==> src/rtl/irq_ctrl_pkg.sv <==
// Shared definitions for the interrupt controller: state encoding, register
// offsets, source indices and a one-hot helper.
package irq_ctrl_pkg;

  localparam int unsigned SRC_W  = 6;
  localparam int unsigned ID_W   = 3;
  localparam int unsigned DATA_W = 32;
  localparam int unsigned ADDR_W = 30;

  typedef enum logic [1:0] {
    IRQ_IDLE = 2'd0,
    IRQ_REQ  = 2'd1,
    IRQ_SVC  = 2'd2
  } irq_state_e;

  localparam logic [1:0] IRQ_PENDING = 2'd0;
  localparam logic [1:0] IRQ_MASK    = 2'd1;
  localparam logic [1:0] IRQ_EDGE    = 2'd2;
  localparam logic [1:0] IRQ_STATUS  = 2'd3;

  localparam int unsigned IRQ_SRC_TC0 = 0;
  localparam int unsigned IRQ_SRC_TC1 = 1;
  localparam int unsigned IRQ_SRC_EXT = 2;

  // Ids 6 and 7 shift out of the 6-bit result and map to zero.
  function automatic logic [SRC_W-1:0] irq_onehot(input logic [ID_W-1:0] id);
    logic [SRC_W:0] wide;
    wide = (SRC_W+1)'(1) << id;
    return SRC_W'(wide);
  endfunction

endpackage

==> src/rtl/irq_ctrl_prio_enc.sv <==
// Fixed-priority encoder: bit 0 wins; returns the lowest set index.
module irq_prio_enc
  import irq_ctrl_pkg::*;
(
  input  logic [SRC_W-1:0] req_i,
  output logic             valid_o,
  output logic [ID_W-1:0]  id_o
);

  always_comb begin
    valid_o = |req_i;
    id_o    = '0;
    for (int i = SRC_W - 1; i >= 0; i--) begin
      if (req_i[i]) begin
        id_o = ID_W'(i);
      end
    end
  end

endmodule

==> src/rtl/irq_ctrl.sv <==
// Interrupt controller: per-source edge/level capture, masking, fixed priority
// and a request/ack/eret handshake with the CPU, plus a 4-word register window.
module irq_ctrl
  import irq_ctrl_pkg::*;
#(
  parameter int unsigned      N_SRC    = 6,
  parameter logic [SRC_W-1:0] RST_MASK = 6'h3F,
  parameter logic [SRC_W-1:0] RST_EDGE = 6'h00
) (
  input  logic              clk,
  input  logic              reset,
  input  logic [SRC_W-1:0]  src_req,
  input  logic [ADDR_W-1:0] addr,
  input  logic              we,
  input  logic [DATA_W-1:0] wdata,
  output logic [DATA_W-1:0] rdata,
  output logic [SRC_W-1:0]  int_req,
  input  logic              cpu_ack,
  input  logic              cpu_eret,
  output logic [ID_W-1:0]   irq_id
);

  // Bits at N_SRC and above are tied off everywhere.
  localparam logic [SRC_W-1:0] SRC_EN = SRC_W'(((SRC_W+1)'(1) << N_SRC) - (SRC_W+1)'(1));

  irq_state_e       state_q;
  logic [ID_W-1:0]  irq_id_q;
  logic [SRC_W-1:0] int_req_q;
  logic [SRC_W-1:0] src_q;
  logic [SRC_W-1:0] edge_q, edge_d;
  logic [SRC_W-1:0] mask_q, mask_d;
  logic [SRC_W-1:0] edge_cfg_q, edge_cfg_d;

  logic [SRC_W-1:0] pending;
  logic [SRC_W-1:0] eff;
  logic [SRC_W-1:0] rise;
  logic [SRC_W-1:0] w1c;
  logic [SRC_W-1:0] ack_clr;
  logic             wr_pend, wr_mask, wr_edge;
  logic             win_valid;
  logic [ID_W-1:0]  win_id;
  logic             granted_live;
  logic             unused_bits;

  assign unused_bits = ^{addr[ADDR_W-1:2], wdata[DATA_W-1:SRC_W]};

  assign wr_pend = we && (addr[1:0] == IRQ_PENDING);
  assign wr_mask = we && (addr[1:0] == IRQ_MASK);
  assign wr_edge = we && (addr[1:0] == IRQ_EDGE);

  // Pending view: latched bit for edge sources, sampled input for level ones.
  always_comb begin
    pending      = ((edge_q & edge_cfg_q) | (src_q & ~edge_cfg_q)) & SRC_EN;
    eff          = pending & mask_q;
    granted_live = |(eff & irq_onehot(irq_id_q));
  end

  // Edge latch update: rising edge beats any clear in the same cycle; a
  // source leaving edge mode drops its latch.
  always_comb begin
    mask_d     = wr_mask ? (wdata[SRC_W-1:0] & SRC_EN) : mask_q;
    edge_cfg_d = wr_edge ? (wdata[SRC_W-1:0] & SRC_EN) : edge_cfg_q;
    rise       = src_req & ~src_q & SRC_EN;
    w1c        = wr_pend ? wdata[SRC_W-1:0] : '0;
    ack_clr    = ((state_q == IRQ_REQ) && cpu_ack) ? irq_onehot(irq_id_q) : '0;
    edge_d     = (rise | (edge_q & ~(w1c | ack_clr))) & edge_cfg_q & edge_cfg_d;
  end

  irq_prio_enc u_prio (
    .req_i   (eff),
    .valid_o (win_valid),
    .id_o    (win_id)
  );

  always_ff @(posedge clk) begin
    if (reset) begin
      src_q      <= '0;
      edge_q     <= '0;
      mask_q     <= RST_MASK & SRC_EN;
      edge_cfg_q <= RST_EDGE & SRC_EN;
    end else begin
      src_q      <= src_req & SRC_EN;
      edge_q     <= edge_d;
      mask_q     <= mask_d;
      edge_cfg_q <= edge_cfg_d;
    end
  end

  // Handshake FSM; int_req is registered alongside the state.
  always_ff @(posedge clk) begin
    if (reset) begin
      state_q   <= IRQ_IDLE;
      irq_id_q  <= '0;
      int_req_q <= '0;
    end else begin
      case (state_q)
        IRQ_IDLE: begin
          int_req_q <= '0;
          if (win_valid) begin
            state_q   <= IRQ_REQ;
            irq_id_q  <= win_id;
            int_req_q <= irq_onehot(win_id);
          end
        end
        IRQ_REQ: begin
          if (cpu_ack) begin
            state_q   <= IRQ_SVC;
            int_req_q <= '0;
          end else if (!granted_live) begin
            state_q   <= IRQ_IDLE;
            int_req_q <= '0;
          end
        end
        IRQ_SVC: begin
          int_req_q <= '0;
          if (cpu_eret) begin
            state_q <= IRQ_IDLE;
          end
        end
        default: begin
          state_q   <= IRQ_IDLE;
          int_req_q <= '0;
        end
      endcase
    end
  end

  // Register read mux, combinational from addr.
  always_comb begin
    rdata = '0;
    case (addr[1:0])
      IRQ_PENDING: rdata[SRC_W-1:0] = pending;
      IRQ_MASK:    rdata[SRC_W-1:0] = mask_q;
      IRQ_EDGE:    rdata[SRC_W-1:0] = edge_cfg_q;
      IRQ_STATUS: begin
        rdata[1:0]  = 2'(state_q);
        rdata[4:2]  = irq_id_q;
        rdata[10:5] = edge_q;
      end
      default: rdata = '0;
    endcase
  end

  assign int_req = int_req_q;
  assign irq_id  = irq_id_q;

endmodule

==> config.mk <==
export PLATFORM = sky130hd
export DESIGN_NAME = irq_ctrl
export DESIGN_NICKNAME = d
export VERILOG_FILES = /design/src/rtl/irq_ctrl_pkg.sv /design/src/rtl/irq_ctrl_prio_enc.sv /design/src/rtl/irq_ctrl.sv
export SDC_FILE = /design/constraint.sdc
export NUM_CORES = 1
export LEC_CHECK = 0
export BUFFER_PORTS_ARGS = -buffer_cell sky130_fd_sc_hd__clkbuf_2
export CELL_PAD_IN_SITES_DETAIL_PLACEMENT = 1
export CELL_PAD_IN_SITES_GLOBAL_PLACEMENT = 1
export CORE_AREA = 4 4 104 76
export CTS_CLUSTER_DIAMETER = 150
export CTS_CLUSTER_SIZE = 40
export DETAILED_ROUTE_END_ITERATION = 10
export DIE_AREA = 0 0 108 80
export MAX_ROUTING_LAYER = met4
export PLACE_DENSITY_LB_ADDON = 0.08
export SETUP_SLACK_MARGIN = 0.15
export SLEW_MARGIN = 10
export SYNTH_ARGS = -nofsm -noshare
export SYNTH_HDL_FRONTEND = slang
export SYNTH_HIERARCHICAL = 1
export SYNTH_SLANG_ARGS = --single-unit
==> constraint.sdc <==
create_clock -name clk -period 2.85 [get_ports clk]
set_clock_uncertainty 0.05 [all_clocks]
set_input_delay 0.57 -clock clk [delete_from_list [all_inputs] [get_ports clk]]
set_output_delay 0.57 -clock clk [all_outputs]
set_load 0.03 [all_outputs]
==> results.toml <==
[pwr]
p_int_uw = 861.3
peakVddDrop_uv = 160.6
combPwrFrac = 0.250
seqPwrFrac = 0.433
pwr-share-clk = 0.317
leakage_nw = 1.094
finalPower_mw = 1.292
p_per_area_mw_per_mm2 = 526.4
switchingPower_uw = 430.8
swShare = 0.3334

[floorplanning]
die_h_um = 80
start_util = 0.3187
core_area_mm2 = 0.006788
row_count = 25
die_w_um = 108
io_pins = 114
dieArea_mm2 = 0.008640

[clock_tree]
post_cts_buffers = 0
cts_tree = "built"
numCtsBuffers = 5
clk_path_buf_depth = 2
clk-insertion-delay-late_ns = 0.29
htreeDepth = 2
cts_root_buf = "clkbuf_8"
cts.sink_count = 35
clkTransAtPathRegs_ns = 0.07

[setup_path]
worst_setup_path_start_kind = "flop"
arrival_ns = 2.76
path_class = "reg2reg"
cp-end-kind = "flop"
worstPathCellList = "mux2_4 -> and2_1 -> or4_4 -> or3_4 -> nor3b_4 -> and2b_2 -> a32o_1"
cp_data_required_time_ns = 2.98
max_stage_delay_ns = 0.53
crit_fanout = 6
r2r-start = "edge_cfg_q[1]"
crit_start = "edge_cfg_q[1]"
rrSetupSlack_ns = 0.22
cpMaxStageDelayCell = "or4_4"

[detailed_routing]
firstDrtPassIters = 4
ant_nets = 0
post_drt_via_cell_ratio = 4.847
drt-initial-drc-count = 43
dr_total_vias = 1706
drc = 0
wl_per_cell_um = 16.52
wirelength_um = 5815

[run_status]
outcome = "complete, no violations"

[timing]
hold_viol = 0
maxSlewViolCount = 0
relSlewSlack = 0.5879
worst_pin_slew_ns = 0.6155
finalSetupTns_ns = 0
fmax_ghz = 0.3808
fin_crit_sh = 0.9214
finalSetupViolCount = 0
grt_setup_unrepaired = "no"
finalWorstPathRequiredPeriod_ns = 2.626

[placed_design]
portBuffers = 38
post-dp-hpwl_um = 4303
place_area_mm2 = 0.002331
gp_congestion = 0.7528

[synthesis]
synth_flop_cell = "dfxtp_1"
synth-edff-count = 0
synthArstFlopShare = 0
netlist_area_mm2 = 0.002163
yosysSeqAreaShare = 0.3239
ys.warnings.count = 6
ys_types = 50
syn_inst = 222
ys_seq_elements = 35
syn_avg_cell_area_um2 = 9.745

[layout]
fin_area_mm2 = 0.002455
diodes = 0
area_growth_pct = 13.48
fillCellCount = 828
drive_above_1_share = 0.3062
nNetsFinal = 330

[worst_hold_path]
hold_path.class = "reg2reg"
hold_start = "int_req[1]"

[global_routing]
antenna_found_initial = 0
grt_pass1_wl_um = 9121
grt_overflow = 0
grt_max_degree = 19
grt_pass1_vias = 1670
track_usage = 0.1409

[run]
drv_cap = 0
==> power by group through the flow <==
stage                     clock (mW)  sequential, mW  combinational (mW)
after CTS                      0.425           0.560               0.320
after floorplan                    0           0.560               0.274
final                          0.410           0.560               0.323
after detailed placement           0           0.571               0.317
after global placement             0           0.572               0.319
after global routing           0.450           0.566               0.351
==> layout by cell type (no fill, tap or decap), types with 2 or more instances in the layout <==
cell and count:
nand2b_1 2, conb_1 21, nor4b_1 6, dfxtp_1 32, nand3b_1 2, clkbuf_8 7
a21oi_1 7, and3_1 6, a32o_1 3, nor2_1 27, nor3_1 2, inv_1 11
a22oi_4 2, dfxtp_2 2, nand4_1 3, nor3b_2 2, and2_1 6, and4bb_4 2
a211o_1 6, buf_4 3, nand2_1 11, nor2b_1 10, a32oi_1 3, clkbuf_2 38
mux2_4 6, mux2i_1 6, a22oi_1 3, mux4_2 5
==> sequential cells by signal (all words and copies together) (netlist names) <==
name,count
irq_id,3
state_q,2
edge_q,6
mask_q,6
src_q,6
int_req,6
edge_cfg_q,6
==> path summary, 6_finish.rpt <==
check          endpoint  cells past startpoint
max          int_req[4]                      7
min          int_req[1]                      1
max reg2reg  int_req[4]                      7
min reg2reg  int_req[1]                      1
==> area by class of cell <==
class / instances / area (um^2) / share of cell area
multi-input cells: 163 / 1276 / 0.5199
flip-flops and latches: 35 / 706.9 / 0.2880
repair buffers: 41 / 212.7 / 0.08665
well taps: 94 / 117.6 / 0.04791
clock buffers: 8 / 100.1 / 0.04077
inverters: 11 / 41.29 / 0.01682
==> critical path: cells and delay by family (launching register included) <==
kind / cells / cell delay, ns
AO/OA/AOI/OAI: 1 / 0.25
flip-flops: 1 / 0.36
AND/OR/NAND/NOR: 5 / 1.53
multiplexers: 1 / 0.33
==> cell families after synthesis <==
family,Yosys count,share of synthesized area
flip-flops,35,0.3239
other,1,0.001733
AO/OA/AOI/OAI,32,0.1423
AND/OR/NAND/NOR,92,0.2730
multiplexers,18,0.1301
buffers and inverters,44,0.1290
==> synth_stat cells, drive strengths merged, types with 4 or more instances <==
library cell   n  share of area
clkbuf         4         0.0069
a211o          6          0.024
nor2b         11          0.033
nor2          27          0.047
nor4b          7          0.035
mux2i          6          0.028
a32oi          4          0.025
inv           11          0.019
mux4           6          0.064
and3           6          0.017
a22oi          5          0.030
mux2           6          0.038
nor3b          4          0.024
dfxtp         35           0.32
and2           6          0.017
buf           29           0.10
nand2         11          0.019
a21oi          7          0.016
==> through the flow <==
stage	hold slack, ns	instances	utilization	setup WS [ns]
2_1_floorplan	0.4065	242	-	0.3571
4_1_cts	0.4229	352	0.3583	0.1824
5_1_grt	0.4587	352	0.3617	0.1681
6_report	0.4188	352	0.3617	0.2239
3_3_place_gp	0.4000	344	0.3434	0.1694
3_5_place_dp	0.4047	344	0.3434	0.1678
==> per-layer routing <==
| layer | global-route usage | up-vias | share of wire |
|---|---|---|---|
| met3 | 0.03638 | 4 | 0.041 |
| met5 | - | - | 0 |
| met4 | 0.03405 | 0 | 0.0065 |
| li1 | - | 818 | - |
| met1 | 0.2033 | 846 | 0.52 |
| met2 | 0.1942 | 38 | 0.43 |
==> timing repair <==
action	in CTS	in global routing
hold buffers	0	0
resized for setup	1	8
setup endpoints to repair	1	4
No activity file was read; power rests on OpenSTA's default activity.
